## config.mk

```make
export PLATFORM = sky130hd
export DESIGN_NAME = fe_decoder
export DESIGN_NICKNAME = d
export VERILOG_FILES = /design/src/rtl/fe_decoder.sv
export SDC_FILE = /design/constraint.sdc
export NUM_CORES = 1
export LEC_CHECK = 0
export BUFFER_PORTS_ARGS = -buffer_cell sky130_fd_sc_hd__buf_4
export CORE_MARGIN = 4
export CORE_UTILIZATION = 50
export CTS_BUF_LIST = sky130_fd_sc_hd__clkbuf_16
export DETAILED_ROUTE_END_ITERATION = 7
export PLACE_DENSITY_LB_ADDON = 0.3
export SYNTH_ARGS = -nofsm -noshare
export SYNTH_HDL_FRONTEND = slang
export SYNTH_SLANG_ARGS = --single-unit
```

## constraint.sdc

```tcl
create_clock -name clk -period 3.2 [get_ports clk]
set_input_delay 0.48 -clock clk [delete_from_list [all_inputs] [get_ports clk]]
set_output_delay 0.48 -clock clk [all_outputs]
set_load 0.02 [all_outputs]
```

## src/rtl/fe_decoder.sv

```systemverilog
// fe_decoder: single-stage RV32I/RV64I (+ optional M) instruction decoder behind
// one valid/ready pipeline register, with a saturating illegal-word counter.
module fe_decoder #(
  parameter int XLEN  = 32,
  parameter int EN_M  = 0,
  parameter int CNT_W = 16
) (
  input  logic             clk,
  input  logic             rst,
  input  logic             in_valid,
  output logic             in_ready,
  input  logic [31:0]      in_instr,
  input  logic [XLEN-1:0]  in_pc,
  input  logic             flush,
  output logic             out_valid,
  input  logic             out_ready,
  output logic [5:0]       out_mnemonic,
  output logic [4:0]       out_rd,
  output logic [4:0]       out_rs1,
  output logic [4:0]       out_rs2,
  output logic [XLEN-1:0]  out_imm,
  output logic [XLEN-1:0]  out_pc,
  output logic             out_illegal,
  output logic [CNT_W-1:0] illegal_count
);

  if (XLEN != 32 && XLEN != 64) begin : g_bad_xlen
    $error("fe_decoder: XLEN must be 32 or 64");
  end

  localparam logic [5:0] MN_NULL  = 6'd63;
  localparam logic [6:0] OP_R     = 7'b0110011;
  localparam logic [6:0] OP_I     = 7'b0010011;
  localparam logic [6:0] OP_LOAD  = 7'b0000011;
  localparam logic [6:0] OP_JALR  = 7'b1100111;
  localparam logic [6:0] OP_SYS   = 7'b1110011;
  localparam logic [6:0] OP_S     = 7'b0100011;
  localparam logic [6:0] OP_B     = 7'b1100011;
  localparam logic [6:0] OP_JAL   = 7'b1101111;
  localparam logic [6:0] OP_LUI   = 7'b0110111;
  localparam logic [6:0] OP_AUIPC = 7'b0010111;

  typedef enum logic [2:0] {FMT_NONE, FMT_R, FMT_I, FMT_S, FMT_B, FMT_U, FMT_J} fmt_t;

  logic [6:0]      opcode;
  logic [2:0]      funct3;
  logic [6:0]      funct7;
  fmt_t            fmt;
  logic [5:0]      dec_mn;
  logic            dec_illegal;
  logic [4:0]      dec_rd, dec_rs1, dec_rs2;
  logic [XLEN-1:0] dec_imm;
  logic            shift_l_ok, shift_a_ok;
  logic [31:0]     imm_i32, imm_s32, imm_b32, imm_u32, imm_j32;
  logic            accept;

  assign opcode = in_instr[6:0];
  assign funct3 = in_instr[14:12];
  assign funct7 = in_instr[31:25];

  function automatic logic [XLEN-1:0] sext32(input logic [31:0] v);
    return XLEN'({{32{v[31]}}, v});
  endfunction

  assign imm_i32 = {{20{in_instr[31]}}, in_instr[31:20]};
  assign imm_s32 = {{20{in_instr[31]}}, in_instr[31:25], in_instr[11:7]};
  assign imm_b32 = {{19{in_instr[31]}}, in_instr[31], in_instr[7], in_instr[30:25],
                    in_instr[11:8], 1'b0};
  assign imm_u32 = {in_instr[31:12], 12'b0};
  assign imm_j32 = {{11{in_instr[31]}}, in_instr[31], in_instr[19:12], in_instr[20],
                    in_instr[30:21], 1'b0};

  // RV64 widens shamt to six bits, leaving only instr[31:26] as the funct field
  if (XLEN == 64) begin : g_sh64
    assign shift_l_ok = in_instr[31:26] == 6'b000000;
    assign shift_a_ok = in_instr[31:26] == 6'b010000;
  end else begin : g_sh32
    assign shift_l_ok = funct7 == 7'b0000000;
    assign shift_a_ok = funct7 == 7'b0100000;
  end

  always_comb begin
    fmt    = FMT_NONE;
    dec_mn = MN_NULL;
    case (opcode)
      OP_R: begin
        fmt = FMT_R;
        if (funct7 == 7'b0000000) begin
          case (funct3)
            3'b000:  dec_mn = 6'd0;
            3'b001:  dec_mn = 6'd5;
            3'b010:  dec_mn = 6'd8;
            3'b011:  dec_mn = 6'd9;
            3'b100:  dec_mn = 6'd2;
            3'b101:  dec_mn = 6'd6;
            3'b110:  dec_mn = 6'd3;
            default: dec_mn = 6'd4;
          endcase
        end else if (funct7 == 7'b0100000) begin
          if (funct3 == 3'b000) dec_mn = 6'd1;
          else if (funct3 == 3'b101) dec_mn = 6'd7;
        end else if (funct7 == 7'b0000001 && EN_M != 0) begin
          dec_mn = 6'd39 + {3'b000, funct3};
        end
      end
      OP_I: begin
        fmt = FMT_I;
        case (funct3)
          3'b000:  dec_mn = 6'd10;
          3'b100:  dec_mn = 6'd11;
          3'b110:  dec_mn = 6'd12;
          3'b111:  dec_mn = 6'd13;
          3'b010:  dec_mn = 6'd17;
          3'b011:  dec_mn = 6'd18;
          3'b001:  if (shift_l_ok) dec_mn = 6'd14;
          default: begin
            if (shift_l_ok) dec_mn = 6'd15;
            else if (shift_a_ok) dec_mn = 6'd16;
          end
        endcase
      end
      OP_LOAD: begin
        fmt = FMT_I;
        case (funct3)
          3'b000:  dec_mn = 6'd19;
          3'b001:  dec_mn = 6'd20;
          3'b010:  dec_mn = 6'd21;
          3'b100:  dec_mn = 6'd22;
          3'b101:  dec_mn = 6'd23;
          default: dec_mn = MN_NULL;
        endcase
      end
      OP_JALR: begin
        fmt = FMT_I;
        if (funct3 == 3'b000) dec_mn = 6'd24;
      end
      OP_SYS: begin
        fmt = FMT_I;
        if (in_instr == 32'h0000_0073) dec_mn = 6'd25;
        else if (in_instr == 32'h0010_0073) dec_mn = 6'd26;
      end
      OP_S: begin
        fmt = FMT_S;
        case (funct3)
          3'b000:  dec_mn = 6'd27;
          3'b001:  dec_mn = 6'd28;
          3'b010:  dec_mn = 6'd29;
          default: dec_mn = MN_NULL;
        endcase
      end
      OP_B: begin
        fmt = FMT_B;
        case (funct3)
          3'b000:  dec_mn = 6'd30;
          3'b001:  dec_mn = 6'd31;
          3'b100:  dec_mn = 6'd32;
          3'b101:  dec_mn = 6'd33;
          3'b110:  dec_mn = 6'd34;
          3'b111:  dec_mn = 6'd35;
          default: dec_mn = MN_NULL;
        endcase
      end
      OP_JAL: begin
        fmt    = FMT_J;
        dec_mn = 6'd36;
      end
      OP_LUI: begin
        fmt    = FMT_U;
        dec_mn = 6'd37;
      end
      OP_AUIPC: begin
        fmt    = FMT_U;
        dec_mn = 6'd38;
      end
      default: fmt = FMT_NONE;
    endcase
  end

  assign dec_illegal = dec_mn == MN_NULL;

  // Illegal words expose all raw register fields; the immediate still follows the opcode's format
  always_comb begin
    dec_rd  = 5'd0;
    dec_rs1 = 5'd0;
    dec_rs2 = 5'd0;
    dec_imm = '0;
    if (dec_illegal) begin
      dec_rd  = in_instr[11:7];
      dec_rs1 = in_instr[19:15];
      dec_rs2 = in_instr[24:20];
    end else begin
      case (fmt)
        FMT_R: begin
          dec_rd  = in_instr[11:7];
          dec_rs1 = in_instr[19:15];
          dec_rs2 = in_instr[24:20];
        end
        FMT_I: begin
          dec_rd  = in_instr[11:7];
          dec_rs1 = in_instr[19:15];
        end
        FMT_S, FMT_B: begin
          dec_rs1 = in_instr[19:15];
          dec_rs2 = in_instr[24:20];
        end
        FMT_U, FMT_J: dec_rd = in_instr[11:7];
        default: dec_rd = 5'd0;
      endcase
    end
    case (fmt)
      FMT_I:   dec_imm = sext32(imm_i32);
      FMT_S:   dec_imm = sext32(imm_s32);
      FMT_B:   dec_imm = sext32(imm_b32);
      FMT_U:   dec_imm = sext32(imm_u32);
      FMT_J:   dec_imm = sext32(imm_j32);
      default: dec_imm = '0;
    endcase
  end

  assign in_ready = !out_valid || out_ready;
  assign accept   = in_valid && in_ready;

  // Reset beats flush, flush beats accept; a flushed word is neither held nor counted
  always_ff @(posedge clk) begin
    if (rst) begin
      out_valid     <= 1'b0;
      out_illegal   <= 1'b0;
      out_mnemonic  <= MN_NULL;
      out_rd        <= 5'd0;
      out_rs1       <= 5'd0;
      out_rs2       <= 5'd0;
      out_imm       <= '0;
      out_pc        <= '0;
      illegal_count <= '0;
    end else if (flush) begin
      out_valid <= 1'b0;
    end else if (accept) begin
      out_valid    <= 1'b1;
      out_illegal  <= dec_illegal;
      out_mnemonic <= dec_mn;
      out_rd       <= dec_rd;
      out_rs1      <= dec_rs1;
      out_rs2      <= dec_rs2;
      out_imm      <= dec_imm;
      out_pc       <= in_pc;
      if (dec_illegal && illegal_count != '1) illegal_count <= illegal_count + 1'b1;
    end else if (out_ready) begin
      out_valid <= 1'b0;
    end
  end

endmodule

```

==> results of run 1 <==
-- layer usage --
layer / track usage / vias up / wire length, µm
met5: 0 / - / 0
met2: 0.452 / 244 / 7700
met1: 0.353 / 2427 / 6540
met3: 0.0662 / 26 / 1320
met4: 0.0913 / 0 / 311
li1: - / 2541 / -
-- path summary, 6_finish.rpt --
check / cells past startpoint / start / endpoint
max reg2reg: 6 / out_valid / illegal_count[6]
min reg2reg: 2 / out_pc[25] / out_pc[25]
min: 2 / flush / out_valid
max: 8 / in_instr[2] / illegal_count[0]
-- cell type report --
| type | count | area (µm²) | area share |
|---|---|---|---|
| Clock buffer | 9 | 225 | 0.0344 |
| Clock inverter | 7 | 66.3 | 0.0101 |
| Inverter | 10 | 37.5 | 0.00573 |
| Multi-Input combinational cell | 474 | 2600 | 0.397 |
| Sequential cell | 103 | 2060 | 0.315 |
| Tap cell | 129 | 161 | 0.0246 |
| Timing Repair Buffer | 186 | 1400 | 0.213 |
-- kinds of logic (layout without fill, tap and decap cells) --
| group | after synthesis | in the layout |
|---|---|---|
| multiplexers | 13 | 13 |
| flip-flops | 103 | 103 |
| XOR/XNOR | 3 | 3 |
| adder cells (fa/ha/maj) | 1 | 1 |
| AO/OA/AOI/OAI | 170 | 170 |
| buffers and inverters | 54 | 212 |
| AND/OR/NAND/NOR | 287 | 287 |
-- where the power goes --
group	total, W	internal (W)	switching (W)	leakage, nW
logic	0.000415	0.000166	0.000249	1.72
clock network	0.00107	0.000547	0.000527	0.143
registers	0.00134	0.00132	0.0000215	0.837
-- cells in the final DEF (no fill, tap or decap), types with 4 or more instances in the layout --
master,n
a21oi_1,75
nor4_1,19
nand4_1,6
a22oi_1,8
inv_1,9
a221oi_1,4
dfxtp_1,103
nor3_1,22
nor2b_1,15
nand3_1,23
nand2_1,125
a21o_1,4
a211oi_1,5
o21ai_0,37
mux2_2,9
clkbuf_16,9
nor2_1,46
buf_4,186
a31oi_1,5
a22o_1,5
and3_1,5
-- stage by stage --
step | worst slack (ps) | instance area, µm² | utilization | std cells | hold slack, ps
2_1_floorplan | 692 | 4880 | - | 631 | 530
3_3_place_gp | 284 | 6260 | 0.668 | 902 | 441
3_5_place_dp | 251 | 6260 | 0.668 | 902 | 447
4_1_cts | 584 | 6550 | 0.699 | 918 | 332
5_1_grt | 408 | 6550 | 0.699 | 918 | 332
6_report | 546 | 6550 | 0.699 | 918 | 339
-- Yosys cell counts, types with 3 or more instances --
master,count
nand2_1,125
dfxtp_1,103
a21oi_1,75
nor2_1,46
o21ai_0,37
clkbuf_1,29
nand3_1,23
nor3_1,22
nor4_1,19
nor2b_1,15
inv_1,9
mux2_2,9
a22oi_1,8
buf_1,7
buf_2,7
nand4_1,6
a211oi_1,5
a22o_1,5
a31oi_1,5
and3_1,5
a21o_1,4
a221oi_1,4
a2bb2oi_1,3
nand3b_1,3
nor3b_1,3
nor4b_1,3
o2111ai_1,3
o22ai_1,3
xor2_1,3
-- flip-flops by register name (all words and copies together) (netlist names) --
| register | count |
|---|---|
| out_illegal | 1 |
| out_pc | 32 |
| illegal_count | 16 |
| out_mnemonic | 6 |
| out_imm | 32 |
| out_valid | 1 |
| out_rs1 | 5 |
| out_rs2 | 5 |
| out_rd | 5 |
-- worst max-delay path: stages --
cell and delay, ps:
buf_4 180, nor4bb_1 450, and4_1 370, a311oi_1 150, o311ai_2 170, o21ai_4 250, nor3_1 450, mux2_2 380
==> flow_summary_export.csv, run 1 <==
group,metric,value,unit
run,maxCapViolations,0,
cts,cts_resized,0,
timing,setup_viol,0,
timing,max-slew-margin-rel,0.440,
synthesis,netlist_top_cells_area,"dfxtp_1, nand2_1, a21oi_1, o21ai_0, nor2_1",
timing,post-route-min-period,2650,ps
synthesis,synth_compound_area_frac,0.213,
floorplanning,die_w,107,µm
global_routing,grt_pass1_vias,4911,
cts,insertion_delay,340,ps
detailed_routing,first_pass_iters,7,
detailed_routing,avgViaCountPerCell,5.71,
synthesis,synth_top_area_share,0.423,
worst_setup_path,path_class,"in2reg",
synthesis,synth-main-ff-cell,"dfxtp_1",
global_routing,antenna_found_initial,0,
place,place_congestion,0.943,
synthesis,ys_types,62,
floorplanning,core,9370,µm²
timing,max_freq,0.377,GHz
detailed_routing,routed_wl,15900,µm
synthesis,postSynthCellCount,631,
worst_setup_path,startpoint_type,"primary input",
synthesis,syn_nets,701,
detailed_routing,drtIter0Drc,418,
status,outcome,"complete, no violations",
synthesis,syn_area,4880,µm²
power_and_ir_drop,power,0.00283,W
cells_and_area,drive_above_1_share,0.285,
place,port_buffers,172,
place,dp_hpwl,11700,µm
cells_and_area,antenna_cells,0,
floorplanning,io_pins,173,
cts,root_buffer,"clkbuf_16",
cells_and_area,area_growth_syn_to_layout,34.3,%
timing,rsz0062_at_grt,"no",
floorplanning,fp.dieArea,11400,µm²
cells_and_area,nNetsFinal,854,
synthesis,seq_area_frac_synth,0.423,
synthesis,synth.avg_cell_area,7.73,µm²
detailed_routing,wl_per_cell,17.3,µm
worst_setup_path,cp.required,3430,ps
cts,cts_hold_buffers,0,
cts,h-tree-depth,3,
cts,numCtsBuffers,9,
cells_and_area,fillers,819,
worst_setup_path,ff2ff_setup_slack,910,ps
detailed_routing,postRouteAntennaNets,0,
power_and_ir_drop,powerDensity,432,nW/µm²
cts,post-cts-setup-buffer-count,0,
global_routing,grt-ovfl-total,0,
cts,numClockSinks,103,
timing,drv_slew,0,
global_routing,grt_max_degree,81,
synthesis,synthXorXnorAreaFrac,0.00539,
floorplanning,rows,35,
synthesis,yosysTopAreaCell,"dfxtp_1",
cts,tritoncts,"yes",
detailed_routing,vias,5238,
synthesis,synth_top_family_by_area,"simple AND/OR/NAND/NOR gates",
power_and_ir_drop,p_leak,2.70,nW
synthesis,synthMuxAreaShare,0.0310,
synthesis,ys_ff_latch,103,
global_routing,grtUsageTotal,0.274,
cts,cts_max_path_buffers,2,
synthesis,synthSimpleGateAreaFrac,0.281,
worst_setup_path,crit_fanout,21,
synthesis,ys.warnings.count,0,
timing,min_period_over_period,0.829,
timing,hold_viol_final,0,
floorplanning,die_y,107,µm
synthesis,synth-edff-count,0,
worst_setup_path,worstPathArrival,2880,ps
hold_path,hold_path_class,"in2reg",
floorplanning,start_util,0.521,
timing,fin_skew,11.4,ps
timing,worst_pin_slew,840,ps
cts,clk_pin_slew_worst_paths,70,ps
global_routing,grt_pass1_wl,25100,µm
timing,fin_setup_tns,0,ps
worst_setup_path,cp-end-kind,"flip-flop",
synthesis,synthArstFlopShare,0,
synthesis,synth_fa_ha_area_frac,0.00256,
power_and_ir_drop,peakVddDrop,0.000326,V
detailed_routing,drc,0,
Power figures use the tool's default switching activity.
==> inputs of run 2 (changes only) <==
==> constraint.sdc (replaced) <==
create_clock -name clk -period 2.75 [get_ports clk]
set_input_delay 0.4125 -clock clk [delete_from_list [all_inputs] [get_ports clk]]
set_output_delay 0.4125 -clock clk [all_outputs]
set_load 0.02 [all_outputs]
==> flow_summary_export.csv, run 2 (synthesis gave the netlist of run 1 again) <==
group,metric,value,unit
status,outcome,"complete, no violations",
timing,min_period_over_period,0.875,
cells_and_area,top_regs,"out_imm (32), out_pc (32), illegal_count (16)",
detailed_routing,first_pass_iters,5,
timing,post-route-min-period,2410,ps
cts,cts_resized,0,
detailed_routing,drtIter0Drc,414,
floorplanning,die_w,107,µm
cts,root_buffer,"clkbuf_16",
hold_path,hold_path_class,"in2reg",
global_routing,grt_pass1_vias,5244,
floorplanning,io_pins,173,
hold_path,worstHoldStart,"flush",
cts,cts_max_path_buffers,2,
cells_and_area,area_growth_syn_to_layout,39.2,%
worst_setup_path,path_class,"in2reg",
global_routing,grt_pass1_wl,26100,µm
power_and_ir_drop,powerDensity,492,nW/µm²
place,port_buffers,172,
cts,h-tree-depth,3,
global_routing,antenna_found_initial,0,
timing,fin_setup_tns,0,ps
cells_and_area,drive_above_1_share,0.311,
power_and_ir_drop,switchingPower,0.000953,W
detailed_routing,postRouteAntennaNets,0,
timing,fin_skew,8.21,ps
timing,rsz0062_at_grt,"no",
worst_setup_path,r2r-start,"illegal_count[2]",
place,place_congestion,0.930,
run,maxCapViolations,0,
timing,worst_pin_slew,825,ps
power_and_ir_drop,peakVddDrop,0.000283,V
detailed_routing,wl_per_cell,17.4,µm
cells_and_area,layout_common_cells,"buf_4, nand2_1, dfxtp_1",
floorplanning,core,9370,µm²
power_and_ir_drop,p_leak,2.85,nW
cts,tritoncts,"yes",
worst_setup_path,startpoint_type,"primary input",
power_and_ir_drop,p_sw_frac,0.285,
worst_setup_path,worstPathArrival,2640,ps
cts,insertion_delay,350,ps
cells_and_area,final_common_cell,"buf_4",
global_routing,grtUsageTotal,0.282,
global_routing,grt_max_degree,81,
power_and_ir_drop,combinationalPowerShare,0.154,
floorplanning,rows,35,
place,dp_hpwl,12300,µm
timing,hold_viol_final,0,
timing,max-slew-margin-rel,0.450,
timing,drv_slew,0,
floorplanning,fp.dieArea,11400,µm²
power_and_ir_drop,power_frac_seq,0.467,
cells_and_area,finish.utilization,0.724,
cts,post-cts-setup-buffer-count,0,
detailed_routing,drc,0,
cts,numCtsBuffers,9,
power_and_ir_drop,p_int,0.00239,W
timing,setup_viol,0,
detailed_routing,routed_wl,16500,µm
cells_and_area,antenna_cells,0,
cts,clk_pin_slew_worst_paths,80,ps
cts,numClockSinks,103,
global_routing,grt-ovfl-total,0,
cts,cts_hold_buffers,0,
floorplanning,start_util,0.521,
timing,max_freq,0.416,GHz
floorplanning,die_y,107,µm
cells_and_area,nNetsFinal,884,
detailed_routing,vias,5452,
detailed_routing,avgViaCountPerCell,5.75,
worst_setup_path,crit_fanout,13,
worst_setup_path,cp-end-kind,"flip-flop",
worst_setup_path,cp.required,2980,ps
worst_setup_path,cp-startpoint,"in_instr[2]",
power_and_ir_drop,pwr-share-clk,0.379,
-- run 2: metrics by stage --
step	cells	hold slack [ps]	area [µm²]	power, W	setup WS (ps)
2_1_floorplan	631	492	4880	0.00185	310
3_3_place_gp	932	440	6500	0.00209	26.7
3_5_place_dp	932	448	6500	0.00210	10.1
4_1_cts	948	254	6790	0.00334	367
5_1_grt	948	259	6790	0.00347	227
6_report	948	256	6790	0.00334	344
-- run 2: path summary, 6_finish.rpt --
path,end,slack (ps),cells after the start
setup / recovery,illegal_count[11],340,9
hold / removal,out_valid,260,2
setup reg to reg,illegal_count[5],620,6
hold reg to reg,out_pc[3],450,2
-- run 2: metal layers --
metal / global-route usage / share of wire / wire (µm)
met5: 0 / 0 / 0
met4: 0.0813 / 0.018 / 300
met3: 0.0686 / 0.096 / 1580
met2: 0.493 / 0.49 / 8070
met1: 0.343 / 0.40 / 6530
-- run 2: layout make-up --
type,instances,area (µm²)
clock inverter,7,66.3
tap,129,161
clock buffer,9,225
sequential,103,2060
timing repair buffer,216,1630
fill,793,2580
multi-input combinational,474,2600
inverter,10,37.5
-- run 2: power by group through the flow --
stage / clock (W) / sequential [W] / combinational (W)
after floorplan: 0 / 0.00164 / 0.000204
after global placement: 0 / 0.00159 / 0.000501
after detailed placement: 0 / 0.00160 / 0.000508
after CTS: 0.00127 / 0.00156 / 0.000510
after global routing: 0.00135 / 0.00157 / 0.000554
final: 0.00126 / 0.00156 / 0.000514
-- run 2: worst max-delay path: stages --
cell and delay (ps):
buf_4 150, nor4bb_1 290, buf_4 170, and4_1 330
a311oi_1 170, o311ai_2 160, o21ai_4 210, nor4_1 370
mux2_2 370
==> inputs of run 3 (changes only) <==
--- a/config.mk
+++ b/config.mk
@@ -7,7 +7,7 @@
 export LEC_CHECK = 0
 export BUFFER_PORTS_ARGS = -buffer_cell sky130_fd_sc_hd__buf_4
 export CORE_MARGIN = 4
-export CORE_UTILIZATION = 50
+export CORE_UTILIZATION = 45
 export CTS_BUF_LIST = sky130_fd_sc_hd__clkbuf_16
 export DETAILED_ROUTE_END_ITERATION = 7
 export PLACE_DENSITY_LB_ADDON = 0.3
==> constraint.sdc (replaced) <==
create_clock -name clk -period 2.1 [get_ports clk]
set_input_delay 0.315 -clock clk [delete_from_list [all_inputs] [get_ports clk]]
set_output_delay 0.315 -clock clk [all_outputs]
set_load 0.02 [all_outputs]
==> flow_summary_export.csv, run 3 (synthesis gave the netlist of run 1 again) <==
group,metric,value,unit
status,outcome,"finished with violations",
status,failed_checks,"negative setup slack",
detailed_routing,vias,5761,
cells_and_area,drive_above_1_share,0.380,
worst_setup_path,worst-path-stages,10,
global_routing,antenna_found_initial,0,
timing,rsz0062_at_grt,"yes",
hold_path,holdPathStages,2,
worst_setup_path,crit_fanout,8,
timing,fin_setup_tns,-1770,ps
global_routing,grt_max_degree,49,
timing,worst_pin_slew,553,ps
cts,clk_pin_slew_worst_paths,80,ps
timing,setup_viol,21,
detailed_routing,drc,0,
worst_setup_path,path_class,"in2reg",
detailed_routing,avgViaCountPerCell,5.68,
floorplanning,core,10500,µm²
global_routing,grt-ovfl-total,0,
floorplanning,fp.dieArea,12600,µm²
cells_and_area,fillers,846,
cts,tritoncts,"yes",
worst_setup_path,reg2reg_depth,7,
global_routing,grtUsageTotal,0.264,
timing,fin_skew,7.47,ps
power_and_ir_drop,powerDensity,598,nW/µm²
floorplanning,start_util,0.466,
cells_and_area,stdcell_area,7440,µm²
cts,numClockSinks,103,
place,dp.cells,997,
place,post_dp_cell_area,6990,µm²
place,port_buffers,172,
place,place_congestion,0.940,
timing,hold_ws,158,ps
place,dp_hpwl,13200,µm
timing,max_freq,0.449,GHz
cells_and_area,nNetsFinal,945,
hold_path,hold_path_class,"in2reg",
floorplanning,io_pins,173,
cts,cts_max_path_buffers,2,
floorplanning,die_y,112,µm
run,maxCapViolations,0,
worst_setup_path,startpoint_type,"primary input",
hold_path,worstHoldStart,"flush",
detailed_routing,first_pass_iters,5,
power_and_ir_drop,p_leak,3.18,nW
power_and_ir_drop,peakVddDrop,0.000528,V
worst_setup_path,crit_path_frequent_cell,"nor4_4",
worst_setup_path,cp.required,2330,ps
detailed_routing,postRouteAntennaNets,0,
timing,min_period_over_period,1.06,
cts,root_buffer,"clkbuf_16",
timing,post-route-min-period,2230,ps
floorplanning,rows,37,
cells_and_area,area_growth_syn_to_layout,52.6,%
global_routing,grt_pass1_wl,27600,µm
cells_and_area,multi_input_area,2730,µm²
detailed_routing,drtIter0Drc,549,
cells_and_area,final_common_cell,"buf_4",
cells_and_area,layout_common_cells,"buf_4, nand2_1, dfxtp_1",
timing,max-slew-margin-rel,0.629,
worst_setup_path,cp-end-kind,"flip-flop",
cells_and_area,register_area,2060,µm²
cells_and_area,antenna_cells,0,
timing,final.setup.worst_slack,-127,ps
floorplanning,die_w,112,µm
worst_setup_path,cp-startpoint,"in_instr[28]",
cts,numCtsBuffers,9,
detailed_routing,routed_wl,17800,µm
worst_setup_path,worstPathArrival,2460,ps
timing,drv_slew,0,
cts,insertion_delay,330,ps
detailed_routing,wl_per_cell,17.6,µm
cells_and_area,instances_no_fill,1015,
cells_and_area,top_regs,"out_imm (32), out_pc (32), illegal_count (16)",
cts,h-tree-depth,3,
global_routing,grt_pass1_vias,5383,
worst_setup_path,crit_chain,"buf_8 -> nor4_4 -> buf_4 -> nand2_4 -> o311a_1 -> or3_4 -> o21ai_4 -> clkbuf_16 -> nor4_4 -> o221a_2",
worst_setup_path,critPathMaxStageDelay,400,ps
timing,hold_viol_final,0,
worst_setup_path,worst_path_max_delay_cell,"or3_4",
worst_setup_path,crit_buf_inv,3,
worst_setup_path,critical_path.top_delay_family,"compound AO/OA/AOI/OAI gates",
worst_setup_path,r2r-start,"illegal_count[2]",
[run 3: cell count changes in the layout (fill, tap and decap cells not counted), sizes merged]
cell      previous run  this run
clkinvlp             0         1
inv                 12        11
buf                216       276
clkinv               5         4
clkbuf               9        10
[run 3: path summary, 6_finish.rpt]
check | end | slack, ps
setup / recovery | illegal_count[12] | -130
hold / removal | out_valid | 160
setup reg to reg | illegal_count[15] | 60
hold reg to reg | out_rs1[0] | 450
[run 3: timing repair]
action / CTS / global route
pin swaps: 0 / 3
resized for setup: 7 / 19
setup buffers: 1 / 1
cloned: 0 / 1
endpoints found under the setup margin: 17 / 23
hold buffers: 0 / 0
[run 3: area by class of cell]
class	count	area share
Timing Repair Buffer	277	0.291
Clock buffer	9	0.0303
Tap cell	136	0.0229
Multi-Input combinational cell	474	0.367
Sequential cell	103	0.277
Inverter	10	0.00504
Clock inverter	6	0.00757
[run 3: stage by stage]
stage	utilization	total power (W)	setup WS (ps)
2_1_floorplan	-	0.00243	-201
3_3_place_gp	0.668	0.00283	-478
3_5_place_dp	0.668	0.00285	-502
4_1_cts	0.700	0.00445	-74.2
5_1_grt	0.711	0.00462	-127
6_report	0.711	0.00445	-127
[run 3: power breakdown]
group / leakage, nW / internal [W] / switching (W) / total, W
Combinational: 2.21 / 0.000364 / 0.000427 / 0.000791
Clock: 0.134 / 0.000821 / 0.000799 / 0.00162
Sequential: 0.837 / 0.00201 / 0.0000342 / 0.00204
Total: 3.18 / 0.00319 / 0.00126 / 0.00445
[run 3: worst register-to-register path, stage by stage, from the launching register on]
cell,delay [ps]
dfxtp_1,440
and4_2,300
nand4_1,300
nor2_2,230
and3_1,200
o2111ai_1,170
nor3_1,200
a211oi_1,70
[run 3: layer usage]
layer  GRT usage  vias up  part of all wire
met2       0.442      304              0.47
met1       0.341     2694              0.41
met5           0        -                 0
li1            -     2725                 -
met3      0.0620       38             0.093
met4      0.0737        0             0.024
